File: config.mk
export PLATFORM = sky130hd
export DESIGN_NAME = program_loader
export DESIGN_NICKNAME = d
export VERILOG_FILES = /design/src/rtl/program_loader_pkg.sv /design/src/rtl/program_loader.sv
export SDC_FILE = /design/constraint.sdc
export NUM_CORES = 1
export LEC_CHECK = 0
export BUFFER_PORTS_ARGS = -buffer_cell sky130_fd_sc_hd__buf_2
export CORE_UTILIZATION = 43
export CTS_CLUSTER_DIAMETER = 100
export DETAILED_ROUTE_END_ITERATION = 16
export PLACE_DENSITY = 0.73
export SYNTH_ARGS = -nofsm -noshare
export SYNTH_HDL_FRONTEND = slang
export SYNTH_SLANG_ARGS = --single-unit
File: constraint.sdc
create_clock -name clk -period 1.4 [get_ports clk]
set_clock_uncertainty 0.2 [all_clocks]
set_input_delay 0.07 -clock clk [delete_from_list [all_inputs] [get_ports clk]]
set_output_delay 0.07 -clock clk [all_outputs]
set_load 0.02 [all_outputs]
File: src/rtl/program_loader_pkg.sv
// program_loader_pkg: shared FSM encoding and default widths for the program loader
package program_loader_pkg;

    localparam int DEF_ADDR_W = 4;
    localparam int DEF_DATA_W = 8;

    typedef enum logic [2:0] {
        IDLE  = 3'd0,
        LOAD  = 3'd1,
        WRITE = 3'd2,
        HOLD  = 3'd3,
        DONE  = 3'd4
    } state_t;

endpackage

File: src/rtl/program_loader.sv
// program_loader: streams LOAD_COUNT upstream bytes into memory with setup/strobe/hold write cycles; LOADER_CHECKSUM_EN adds a running byte checksum output
module program_loader
    import program_loader_pkg::*;
#(
    parameter int ADDR_W     = DEF_ADDR_W,
    parameter int DATA_W     = DEF_DATA_W,
    parameter int LOAD_COUNT = 16
) (
    input  logic              clk,
    input  logic              rst_n,
    input  logic              start,
    input  logic              in_valid,
    input  logic [DATA_W-1:0] in_data,
    output logic              in_ready,
    output logic [ADDR_W-1:0] address,
    output logic [DATA_W-1:0] data,
    output logic              write_enable,
    output logic              enable,
    output logic              busy,
    output logic              done
`ifdef LOADER_CHECKSUM_EN
    ,
    output logic [DATA_W-1:0] checksum
`endif
);

    localparam logic [ADDR_W-1:0] LAST = ADDR_W'(LOAD_COUNT - 1);

    state_t            state_q;
    state_t            state_d;
    logic [ADDR_W-1:0] addr_d;
    logic [DATA_W-1:0] data_d;
    logic              clear;

    assign enable = 1'b1;

    // next state, next address/data; start is honoured only in IDLE and DONE
    always_comb begin
        state_d = state_q;
        addr_d  = address;
        data_d  = data;
        clear   = 1'b0;
        case (state_q)
            IDLE, DONE: begin
                if (start) begin
                    state_d = LOAD;
                    addr_d  = '0;
                    clear   = 1'b1;
                end
            end
            LOAD: begin
                if (in_valid) begin
                    state_d = WRITE;
                    data_d  = in_data;
                end
            end
            WRITE: state_d = HOLD;
            HOLD: begin
                state_d = (address == LAST) ? DONE : LOAD;
                addr_d  = (address == LAST) ? address : address + 1'b1;
            end
            default: state_d = IDLE;
        endcase
    end

    // state and every output registered from the next state
    always_ff @(posedge clk or negedge rst_n) begin
        if (!rst_n) begin
            state_q      <= IDLE;
            address      <= '0;
            data         <= '0;
            in_ready     <= 1'b0;
            write_enable <= 1'b1;
            busy         <= 1'b0;
            done         <= 1'b0;
        end else begin
            state_q      <= state_d;
            address      <= addr_d;
            data         <= data_d;
            in_ready     <= (state_d == LOAD);
            write_enable <= (state_d != WRITE);
            busy         <= (state_d == LOAD) || (state_d == WRITE) || (state_d == HOLD);
            done         <= (state_d == DONE);
        end
    end

`ifdef LOADER_CHECKSUM_EN
    // running modulo-2^DATA_W sum of accepted bytes, cleared on each start
    always_ff @(posedge clk or negedge rst_n) begin
        if (!rst_n) begin
            checksum <= '0;
        end else if (clear) begin
            checksum <= '0;
        end else if (state_q == LOAD && in_valid) begin
            checksum <= checksum + in_data;
        end
    end
`endif

endmodule

Yosys cells after proc, flatten, opt, wreduce, memory -nomap -nowiden
Cells that the tools add are included.

word-level totals
  flip-flop bits (word level) = 19
  output and inout bits = 17

cells by class
  $add $sub $neg = 1
  equality and inequality tests = 12
  muxes and demuxes = 7
  reductions and logical operators = 7

operators with widths
  operator                                             number
  equality test 3 x 2 -> 1 bit, second input constant  4
  case mux 3 bit (4 select lines)                      1
  2-to-1 mux 3 bit                                     3
  2-to-1 mux 4 bit                                     2
  case mux 4 bit (2 select lines)                      1
  equality test 3 x 1 -> 1 bit, second input constant  2
  equality test 3 bit, second input constant           2
  adder 4 x 1 -> 4 bit, second input constant          1
  equality test 4 bit, second input constant           1
  != test 2 bit, second input constant                 2
  zero test 3 bit                                      1
  != test 3 x 2 -> 1 bit, second input constant        1
  AND reduction 3 bit                                  1
  logical OR 1 bit                                     2
  AND reduction 2 bit                                  1
  nonzero test 2 bit                                   1
  OR reduction 2 bit                                   1

Longest topological paths before layout
  depth after elaboration = 6
  gate-level depth with buffers = 5
  gate-level depth less buffers = 4

Worst setup path before layout
Ideal clock, no wire load.

  path type = register to register
  start point = register address[0]
  end point = register in_ready
  library setup time = 0.065 ns
  arrival time = 1.387 ns
  required time = 1.135 ns
  setup slack = -0.252 ns
  stages on the path, launching flop included = 5
  path through = dfrtp_1 ha_1 and3_1 a2111o_1 nand2_1

on the way
  longest elaborated chain between the ends = 4

ends and longest elaborated chain
  item                             line                  source
  start: declaration               program_loader.sv:15  output logic [ADDR_W-1:0] address,
  start signal: assignment         program_loader.sv:78  address <= addr_d;
  equality test 4 bit              program_loader.sv:59  state_d = (address == LAST) ? DONE : LOAD;
  2-to-1 mux 3 bit                 program_loader.sv:59
  case mux 3 bit (4 select lines)  program_loader.sv:43  case (state_q)
  equality test 3 x 1 -> 1 bit     program_loader.sv:80  in_ready <= (state_d == LOAD);
  end signal: assignment           program_loader.sv:80
  end: declaration                 program_loader.sv:14  output logic in_ready,

Every way passes these cells.
A chain may end at the register's enable or synchronous reset.

Worst setup path after layout
  start point = register state_q[1]
  end point = register data[5]

on the way
  longest elaborated chain between the ends = 2

ends and longest elaborated chain
  item                           line                  source
  start: declaration             program_loader.sv:29  state_t state_q;
  start signal: assignment       program_loader.sv:77  state_q <= state_d;
  equality test 3 x 1 -> 1 bit   program_loader.sv:43
  AND reduction 2 bit (no line)  --
  end signal: assignment         program_loader.sv:79  data <= data_d;
  end: declaration               program_loader.sv:16  output logic [DATA_W-1:0] data,

Every way passes these cells.

==> results by group <==
Outcome
  – Run status: complete, but fails checks
  – Failing checks: negative hold slack, negative setup slack

Synth
  – Post-synth net total: 82
  – Syn Inst Count: roughly 70
  – Share of the synthesized area in the top cell type: 0.5233
  – Synth Cell Area: 860.8 um^2
  – Post-Syn Area per Cell: 12.48 um^2
  – Synthesized flop and latch total: 19
  – Syn. warnings: 0
  – Largest cells by area after synthesis: dfrtp_1 (52%), mux2_2 (10%), mux2i_1 (3.5%)
  – Cell taking the most area after synthesis: dfrtp_1
  – Synth unique cells: 28
  – Seq/Total Area, Yosys: 0.5538

GRT
  – Total GRT Usage: 0.2029
  – Vias in the first global route: 707
  – Initial antenna violation count: 0
  – GR Overflow Total: 0
  – Largest net degree at the start of global routing: 20
  – First-pass GRT wire length: 3001 um

Power and ir drop
  – Tot Pwr: ~2.6 mW
  – Maximum VDD drop: 1111 uV
  – Power Density: 1985 nW/um^2
  – Leak Pwr: 0.6606 nW

Drt
  – Vias/cell: about 5
  – Pre-antenna DRT Iters: 4
  – DR vias: 740
  – Antenna viol nets, final: 0
  – Total Routed Length: about 2100 um
  – Starting DRT DRC Count: 8
  – DRC viols: 0
  – Wire per inst: approximately 14 um

Clocking
  – Clk root buf: clkbuf_4
  – TritonCTS clock tree: yes
  – Htree depth: 1
  – TritonCTS Buffers: 3
  – CTS sink cnt: 19
  – Clock network latency to the later pin of the worst-skew pair: 0.30 ns
  – Clk slew on worst S/H paths: 0.11 ns
  – Worst-case clock buffer depth: 2

Die
  – Core region area: 1802 um^2
  – # rows: 15
  – Die area: about 2200 um^2
  – Total I/O pin count: 29
  – Starting Density: 0.4778
  – Die Y: 46.74 um
  – Die X: about 47 um

Timing
  – Setup TNS: -0.7122 ns
  – Final Hold Vio Count: 1
  – Setup ws final: -0.07830 ns
  – Tmin final: 1.478 ns
  – Final Cycle Share: 1.056
  – RSZ-0062 raised after global routing: true
  – Pins Over Slew Limit: 0
  – Endpoints failing setup: 14
  – Fin Hold WS: -0.008795 ns
  – Fmax: 676.5 MHz

Worst setup path
  – Worst Path Required: 1.40 ns
  – CP Launch Point: state_q[1]$_DFF_PN0_
  – CP Max Fanout: 5
  – Critical path cell sequence: nand3b_4 -> nor2_4 -> mux2_2
  – Crit path max-delay cell type: dfrtp_1
  – Crit path DAT: ~1.5 ns
  – Worst R2R Start: state_q[1]$_DFF_PN0_
  – Max incr delay on CP: approximately 0.43 ns
  – Worst Setup End Kind: flip-flop
  – CP Class: flip-flop to flip-flop
  – Worst setup SP type: flip-flop

Run
  – Max_cap viols: 0

Final layout
  – Area Overhead vs Synth: 50.87%
  – Most common cell after layout, fill and taps aside: buf_2
  – Nets: 135
  – Commonest cells after routing, fill and taps aside: buf_2 (27), dfrtp_1 (14), buf_4 (14), dlygate4sd3_1 (10), nand2_1 (5)
  – Antenna diodes: 0
  – Post-layout util: 0.7208
  – Layout cells sized above 1: 0.5620

Min path
  – Hold path startpoint: in_valid
  – HP Class: primary input to flip-flop

Place
  – Post-DP HPWL: 1276 um
  – Port-buffer cells: 27
  – GPL Wtd Cong: 0.7329
  – Place WS: -0.1065 ns
==> critical path, delay by kind of cell (launching register included) <==
family | cells | cell delay, ns
flip-flops | 1 | 0.43
AND/OR/NAND/NOR | 2 | 0.38
multiplexers | 1 | 0.35
==> metal layers <==
layer	global-route usage	routed length (um)	vias up
li1	-	-	349
met3	0.03462	90	6
met2	0.3500	1097	25
met1	0.2354	831	360
met5	0	0	-
met4	0.1200	68	0
==> flip-flops by register name (all words and copies together), names as in the netlist <==
name	cells
address	4
busy	1
data	8
done	1
in_ready	1
state_q	3
write_enable	1
==> metrics by stage <==
stage	cell area, um^2	cells
2_1_floorplan	902.1	69
3_3_place_gp	1095	126
3_5_place_dp	1095	126
4_1_cts	1265	143
5_1_grt	1299	146
6_report	1299	146
==> Yosys cell counts <==
library cell   n
a32oi_1        1
nand2b_1       1
or3b_1         1
dfstp_2        1
nand2_1        5
inv_1          4
or2b_1         1
dfrtp_1       18
o21ai_0        4
mux2_2         8
o21bai_1       1
nor2_4         1
mux2i_1        3
buf_2          1
and3_1         2
a21oi_1        2
or4b_1         1
nor2b_1        1
buf_4          2
a2111o_1       1
buf_6          1
ha_1           1
a21o_1         1
nor3b_1        1
nand3b_4       1
and3b_1        1
nand4_1        3
conb_1         1
==> worst paths after layout <==
path | to | slack (ns) | depth (start not counted)
min reg2reg | data[1]$_DFFE_PN0P_ | 0.32 | 1
min | state_q[0]$_DFF_PN0_ | -0.009 | 4
max | data[5]$_DFFE_PN0P_ | -0.08 | 3
max reg2reg | data[5]$_DFFE_PN0P_ | -0.08 | 3
min in group asynchronous | data[7]$_DFFE_PN0P_ | 0.02 | 2
max in group asynchronous | write_enable$_DFF_PN1_ | 0.67 | 2
==> layout make-up <==
class / instances / area (um^2)
flip-flops and latches: 19 / 481.7
inverters: 4 / 15.01
multi-input cells: 43 / 404.1
well taps: 25 / 31.28
fillers: 124 / 503.0
clock buffers: 4 / 26.28
repair buffers: 51 / 340.3
==> power by group <==
group	switching [mW]	internal, mW
logic	0.683	0.669
registers	0.153	0.782
clock network	0.179	0.111
==> kinds of logic (layout without fill, tap and decap cells) <==
| logic type | Yosys count | count (layout) | share of synthesized area |
|---|---|---|---|
| fa+ha+maj | 1 | 1 | 0.01453 |
| flops | 19 | 19 | 0.5538 |
| other cells | 1 | 1 | 0.004356 |
| buf+inv | 8 | 59 | 0.05376 |
| compound gates | 10 | 10 | 0.07559 |
| simple gates | 19 | 20 | 0.1585 |
| mux | 11 | 11 | 0.1395 |
==> what timing repair did <==
action / CTS / global route
pin swaps: 1 / 5
gates resized for setup: 10 / 4
hold endpoints to repair: 29 / 0
endpoints found under the setup margin: 17 / 15
gates cloned: 1 / 0
buffers inserted: 2 / 3
hold buffers: 10 / 0
Power figures use the tool's default switching activity.
